### config.mk
export PLATFORM = sky130hd
export DESIGN_NAME = bpsk_demodulator_flat
export DESIGN_NICKNAME = d
export VERILOG_FILES = /design/src/rtl/bpsk_demodulator_if.sv /design/src/rtl/bpsk_demodulator.sv /design/src/flat_wrapper.sv
export SDC_FILE = /design/constraint.sdc
export NUM_CORES = 1
export LEC_CHECK = 0
export CAP_MARGIN = 20
export CORE_ASPECT_RATIO = 0.9
export CORE_MARGIN = 3
export CORE_UTILIZATION = 55
export CTS_CLUSTER_DIAMETER = 200
export DETAILED_ROUTE_END_ITERATION = 12
export DONT_BUFFER_PORTS = 1
export PLACE_DENSITY_LB_ADDON = 0.1
export SLEW_MARGIN = 20
export SYNTH_ARGS = -nofsm -noshare
export SYNTH_HDL_FRONTEND = slang
export SYNTH_SLANG_ARGS = --single-unit
### constraint.sdc
create_clock -name clk -period 5 [get_ports clk]
set_input_delay 1 -clock clk [delete_from_list [all_inputs] [get_ports clk]]
set_output_delay 1 -clock clk [all_outputs]
set_load 0.03 [all_outputs]
### src/rtl/bpsk_demodulator_if.sv
// bpsk_demodulator_if
// Sample-path bundle between the transceiver front end and the BPSK receiver.
//   en          sample strobe
//   signal_in   received sample, offset-binary
//   sine_ref_in reference sine sample, offset-binary, phase-aligned with signal_in
//   cnt_in      reference sample index inside the current symbol
//   bit_out     most recent decided bit      (bit_valid strobes an update)
//   data_out    most recent assembled word   (data_valid strobes an update)
//   locked      receiver is symbol-aligned
// master: sample source / result consumer. slave: the demodulator.
interface bpsk_demodulator_if #(
  parameter int SAMPLE_NUMBER = 256,
  parameter int SAMPLE_WIDTH  = 12,
  parameter int DATA_WIDTH    = 12
);
  localparam int CW = $clog2(SAMPLE_NUMBER);

  logic                    en;
  logic [SAMPLE_WIDTH-1:0] signal_in;
  logic [SAMPLE_WIDTH-1:0] sine_ref_in;
  logic [CW-1:0]           cnt_in;
  logic                    bit_out;
  logic                    bit_valid;
  logic [DATA_WIDTH-1:0]   data_out;
  logic                    data_valid;
  logic                    locked;

  modport master (
    output en, signal_in, sine_ref_in, cnt_in,
    input  bit_out, bit_valid, data_out, data_valid, locked
  );

  modport slave (
    input  en, signal_in, sine_ref_in, cnt_in,
    output bit_out, bit_valid, data_out, data_valid, locked
  );
endinterface

### src/rtl/bpsk_demodulator.sv
// bpsk_demodulator
// Coherent BPSK receiver. Each symbol's samples are multiplied by the shared
// sine reference and summed; the sign of the sum is the bit. Bits are packed
// LSB-first into DATA_WIDTH-bit words.
// Ports:
//   clk  clock
//   rst  asynchronous active-low reset
//   bus  bpsk_demodulator_if.slave (sample inputs, bit/word outputs, locked)
//
// state | meaning
// IDLE  | waiting for a cnt_in==0 sample to align to a symbol boundary
// RUN   | aligned; every en sample is accumulated, bits/words are emitted
module bpsk_demodulator #(
  parameter int SAMPLE_NUMBER = 256,
  parameter int SAMPLE_WIDTH  = 12,
  parameter int DATA_WIDTH    = 12
) (
  input logic                 clk,
  input logic                 rst,
  bpsk_demodulator_if.slave   bus
);
  localparam int CW = $clog2(SAMPLE_NUMBER);
  localparam int PW = 2 * SAMPLE_WIDTH;
  localparam int AW = PW + CW;
  localparam int BW = $clog2(DATA_WIDTH);

  typedef enum logic {IDLE, RUN} state_t;

  state_t                         r_state;
  logic signed [SAMPLE_WIDTH-1:0] r_s0_s, r_s0_r;
  logic                           r_s0_last, r_s0_valid;
  logic signed [PW-1:0]           r_s1_p;
  logic                           r_s1_last, r_s1_valid;
  logic signed [AW-1:0]           r_acc;
  logic [DATA_WIDTH-1:0]          r_word;
  logic [BW-1:0]                  r_bit_cnt;
  logic                           r_bit_out, r_bit_valid;
  logic [DATA_WIDTH-1:0]          r_data_out;
  logic                           r_data_valid;

  logic signed [SAMPLE_WIDTH-1:0] w_s, w_r;
  logic                           w_accept, w_last;
  logic signed [PW-1:0]           w_prod;
  logic signed [AW-1:0]           w_sum;
  logic                           w_bit;

  // Offset-binary to two's complement: flip the MSB.
  assign w_s = {~bus.signal_in[SAMPLE_WIDTH-1],   bus.signal_in[SAMPLE_WIDTH-2:0]};
  assign w_r = {~bus.sine_ref_in[SAMPLE_WIDTH-1], bus.sine_ref_in[SAMPLE_WIDTH-2:0]};

  // While IDLE only a symbol-start sample is taken; that same sample opens RUN.
  assign w_accept = bus.en && ((r_state == RUN) || (bus.cnt_in == '0));
  assign w_last   = (bus.cnt_in == CW'(SAMPLE_NUMBER - 1));

  assign w_prod = PW'(r_s0_s) * PW'(r_s0_r);
  assign w_sum  = r_acc + AW'(r_s1_p);
  // Strictly positive correlation decides 1; a zero sum is a 0.
  assign w_bit  = ~w_sum[AW-1] & (|w_sum);

  always_ff @(posedge clk or negedge rst) begin
    if (!rst) begin
      r_state      <= IDLE;
      r_s0_s       <= '0;
      r_s0_r       <= '0;
      r_s0_last    <= 1'b0;
      r_s0_valid   <= 1'b0;
      r_s1_p       <= '0;
      r_s1_last    <= 1'b0;
      r_s1_valid   <= 1'b0;
      r_acc        <= '0;
      r_word       <= '0;
      r_bit_cnt    <= '0;
      r_bit_out    <= 1'b0;
      r_bit_valid  <= 1'b0;
      r_data_out   <= '0;
      r_data_valid <= 1'b0;
    end else begin
      r_bit_valid  <= 1'b0;
      r_data_valid <= 1'b0;

      if (r_state == IDLE && w_accept) r_state <= RUN;

      r_s0_s     <= w_s;
      r_s0_r     <= w_r;
      r_s0_last  <= w_last;
      r_s0_valid <= w_accept;

      // S1/S2 run every clock; en gaps travel as cleared valid bits.
      r_s1_p     <= w_prod;
      r_s1_last  <= r_s0_last;
      r_s1_valid <= r_s0_valid;

      if (r_s1_valid) begin
        if (!r_s1_last) begin
          r_acc <= w_sum;
        end else begin
          r_acc             <= '0;
          r_bit_out         <= w_bit;
          r_bit_valid       <= 1'b1;
          r_word[r_bit_cnt] <= w_bit;
          if (r_bit_cnt == BW'(DATA_WIDTH - 1)) begin
            r_data_out   <= {w_bit, r_word[DATA_WIDTH-2:0]};
            r_data_valid <= 1'b1;
            r_bit_cnt    <= '0;
          end else begin
            r_bit_cnt <= r_bit_cnt + BW'(1);
          end
        end
      end
    end
  end

  assign bus.bit_out    = r_bit_out;
  assign bus.bit_valid  = r_bit_valid;
  assign bus.data_out   = r_data_out;
  assign bus.data_valid = r_data_valid;
  assign bus.locked     = (r_state == RUN);
endmodule

### src/flat_wrapper.sv
// flat-port wrapper written by rule: the top's interface ports become plain ports
module bpsk_demodulator_flat 
#(
  parameter int SAMPLE_NUMBER = 256,
  parameter int SAMPLE_WIDTH  = 12,
  parameter int DATA_WIDTH    = 12
)
  (clk, rst, bus_en, bus_signal_in, bus_sine_ref_in, bus_cnt_in, bus_bit_out, bus_bit_valid, bus_data_out, bus_data_valid, bus_locked);
  bpsk_demodulator_if #(.SAMPLE_NUMBER(SAMPLE_NUMBER), .SAMPLE_WIDTH(SAMPLE_WIDTH), .DATA_WIDTH(DATA_WIDTH)) bus_i ();
  input logic clk;
  input logic rst;
  input wire logic [$bits(bus_i.en)-1:0] bus_en;
  input wire logic [$bits(bus_i.signal_in)-1:0] bus_signal_in;
  input wire logic [$bits(bus_i.sine_ref_in)-1:0] bus_sine_ref_in;
  input wire logic [$bits(bus_i.cnt_in)-1:0] bus_cnt_in;
  output wire logic [$bits(bus_i.bit_out)-1:0] bus_bit_out;
  output wire logic [$bits(bus_i.bit_valid)-1:0] bus_bit_valid;
  output wire logic [$bits(bus_i.data_out)-1:0] bus_data_out;
  output wire logic [$bits(bus_i.data_valid)-1:0] bus_data_valid;
  output wire logic [$bits(bus_i.locked)-1:0] bus_locked;
  assign bus_i.en = bus_en;
  assign bus_i.signal_in = bus_signal_in;
  assign bus_i.sine_ref_in = bus_sine_ref_in;
  assign bus_i.cnt_in = bus_cnt_in;
  assign bus_bit_out = bus_i.bit_out;
  assign bus_bit_valid = bus_i.bit_valid;
  assign bus_data_out = bus_i.data_out;
  assign bus_data_valid = bus_i.data_valid;
  assign bus_locked = bus_i.locked;
  bpsk_demodulator #(.SAMPLE_NUMBER(SAMPLE_NUMBER), .SAMPLE_WIDTH(SAMPLE_WIDTH), .DATA_WIDTH(DATA_WIDTH)) u_core (.clk(clk), .rst(rst), .bus(bus_i));
endmodule
==> flow_summary.toml <==
[final_layout]
nNetsFinal = 1572
nFillCells = 1581
register_area_mm2 = 0.00290
drive_above_1_share_pct = 24.3
multiInputGateArea_mm2 = 0.00800
finish.utilization_pct = 68.0
syn2layout_area_growth_pct = 19.5

[setup_path]
critPathArrivalTime_ns = 5.63
critPathKind = "reg2reg"
cpMostUsedCell = "fa_1"
end_kind = "flip-flop"
critPathTopFamily = "adder cells"
worstPathMaxFanout = 7
start_kind = "flip-flop"
cp_num_buf_inv = 3
crit_path_cell_trace = "nand2_2 -> fa_1 -> inv_1 -> fa_1 -> fa_1 -> fa_1 -> inv_1 -> fa_1 -> inv_2 -> ha_4 -> a21o_1 -> a21oi_2 -> o21ai_1 -> a41o_1 -> or4_4 -> a31o_4 -> a21oi_4 -> xnor2_2"
slowest_stage = "fa_1"
slowest_delay_ns = 0.54
crit_required_ns = 5.33

[sta]
fmax_mhz = 189
clock_skew_ns = 0.0145
hold_violations = 0
setup_violations = 4
fin_crit_ns = 5.30
worst_slack_ns = -0.295
maxSlewViolCount = 0
fin_crit_sh_pct = 106
relSlewSlack_pct = 27.7
rsz0062_at_grt = "true"
worstMarginPinSlew_ns = 1.08

[route]
ant_nets = 0
dr_total_vias = 8888
wl_mm = 27.4
vias_per_cell = 5.52
first_pass_iters = 5
wl_per_cell_um = 17.0
drtIter0Drc = 491
drc = 0

[synth]
synth.area.top_cells = "dfrtp_1 (25%), fa_1 (24%), ha_1 (9.3%)"
ys_types = 84
synthesis.area_mm2 = 0.0115
synth-seq-area-share_pct = 24.9
synth_area_per_cell_um2 = 9.54
ys_seq_elements = 115
syn-instance-count = 1210
synth_ff_type = "dfrtp_1"
syn-num-nets = 1470
async_flop_share_pct = 100
yosys.area.top_type = "dfrtp_1"
synth_warnings = 0
synth_top_area_share_pct = 24.9
synth-edff-count = 0

[status]
violations = "setup timing"
status = "finished, violations left"

[global_routing]
grt_pass1_wl_mm = 44.6
grt-ovfl-total = 0
antenna_found_initial = 5
grt_max_degree = 116
grt_usage_pct = 24.2
grt_pass1_vias = 9034

[clock_tree]
clk_pin_slew_ns = 0.06
clk_path_buf_depth = 2
cts_tree = "done"
postCtsHoldBufs = 0
ctsHtreeMaxLevel = 4
cts.sinks = 115
clock_latency_ns = 0.42
cts_buffers = 17
cts_root_buf = "clkbuf_16"

[place]
port_buffers = 0
dp_hpwl_mm = 20.0
place.gp.congestion = 0.927
post-place-ws_ns = -0.481

[floorplanning]
die_area_mm2 = 0.0228
io-pin-count = 51
initial_core_util_pct = 56.9
rows = 49
dieWidth_um = 159
die_y_um = 143
core_mm2 = 0.0203

[job]
maxCapViolations = 0

[hold_path]
min_path_type = "in2async"
[flip-flops by register name (all words and copies together), names as in the netlist, 4 cells and up]
| name | count |
|---|---|
| u_core.r_bit_cnt | 4 |
| u_core.r_s1_p | 24 |
| u_core.r_s0_s | 12 |
| u_core.r_acc | 32 |
| u_core.bus.data_out | 12 |
| u_core.r_s0_r | 12 |
| u_core.r_word | 11 |
[final cells by class]
type                    count  area share (%)
diodes                      4          0.0725
clock buffers              18            3.11
clock inverters            14            1.63
inverters                 209            5.69
multi-input cells         834            58.0
flip-flops and latches    115            21.0
well taps                 280            2.54
repair buffers            135            7.92
[metrics by stage]
step | TNS [ns] | std cells | hold slack [ns] | cell area (µm²)
after floorplan | -0.134 | 1210 | 0.331 | 11800
after global placement | -1.28 | 1524 | 0.333 | 12400
after detailed placement | -1.68 | 1524 | 0.336 | 12400
after CTS | -0.514 | 1583 | 0.260 | 13400
after global routing | -1.76 | 1606 | 0.254 | 13800
final | -0.742 | 1609 | 0.268 | 13800
[layout by cell type, fill, tap and decap left out, types with 6 or more instances in the layout]
cell	netlist	layout
xnor2_1	35	34
nand4_1	7	7
fa_1	139	129
and2_1	44	38
ha_1	86	72
clkbuf_16	0	17
a21oi_2	11	15
mux2_2	11	11
dfrtp_1	115	94
fa_2	0	10
nand3_1	31	30
buf_6	4	10
o21ai_0	27	24
o221ai_1	12	12
ha_4	0	11
nand2_1	138	120
a21oi_1	40	33
nor2_1	46	46
inv_1	208	187
o2bb2ai_1	17	17
xor2_1	12	12
nor3_1	20	20
dfrtp_2	0	21
nand2_2	0	17
a21o_1	16	16
inv_2	0	21
o211ai_1	6	6
a22o_1	9	9
nand2b_1	8	8
buf_4	1	120
and2_4	0	6
a211oi_1	10	10
[synthesized netlist by cell type, drive strengths merged, types with 6 or more instances]
| library cell | instances |
|---|---|
| inv | 208 |
| fa | 139 |
| nand2 | 138 |
| dfrtp | 115 |
| ha | 86 |
| a21oi | 53 |
| nor2 | 46 |
| and2 | 44 |
| clkbuf | 39 |
| xnor2 | 35 |
| nand3 | 31 |
| o21ai | 28 |
| nor3 | 20 |
| a21o | 17 |
| o2bb2ai | 17 |
| buf | 12 |
| o221ai | 12 |
| xor2 | 12 |
| mux2 | 11 |
| a211oi | 10 |
| a22o | 9 |
| nand2b | 8 |
| o211ai | 8 |
| nand4 | 7 |
| and3 | 6 |
| o21a | 6 |
| or3 | 6 |
[logic make-up after synthesis]
kind of cell,after synthesis,synth area share (%)
and+or+nand+nor,338,14.2
buffers and inverters,261,8.95
adders and majority gates,225,33.4
AOI/OAI and AO/OA,212,13.8
DFF,115,24.9
xor gates and xnor gates,47,3.56
muxes,12,1.16
[repair_timing]
item / 4_1_cts / 5_1_grt
setup buffers: 27 / 22
endpoints found under the setup margin: 6 / 7
resized for setup: 68 / 45
cloned: 0 / 0
pin swaps: 26 / 31
[routing by layer]
layer	part of all wire, %	up-vias	wire, µm	global-route usage (%)
li1	-	4188	-	-
met1	46	4420	12500	33.6
met2	47	225	12900	38.9
met3	4.8	53	1310	5.10
met4	2.3	2	631	7.32
met5	0.047	-	13	0
[worst paths after layout]
kind                                     end  cells past startpoint  slack (ns)         startpoint
max                        u_core.r_s1_p[20]                     18       -0.30  u_core.r_s0_s[10]
min                         u_core.r_acc[17]                      0        0.27                rst
max reg2reg                u_core.r_s1_p[20]                     18       -0.30  u_core.r_s0_s[10]
min reg2reg                 u_core.r_s1_last                      0        0.34   u_core.r_s0_last
max in group asynchronous   u_core.r_s0_r[2]                      0        4.55                rst
min in group clk            u_core.r_s1_last                      0        0.34   u_core.r_s0_last
Power is not shown: default switching activity piles up to over one toggle a cycle in this logic, so the estimate is an artifact.
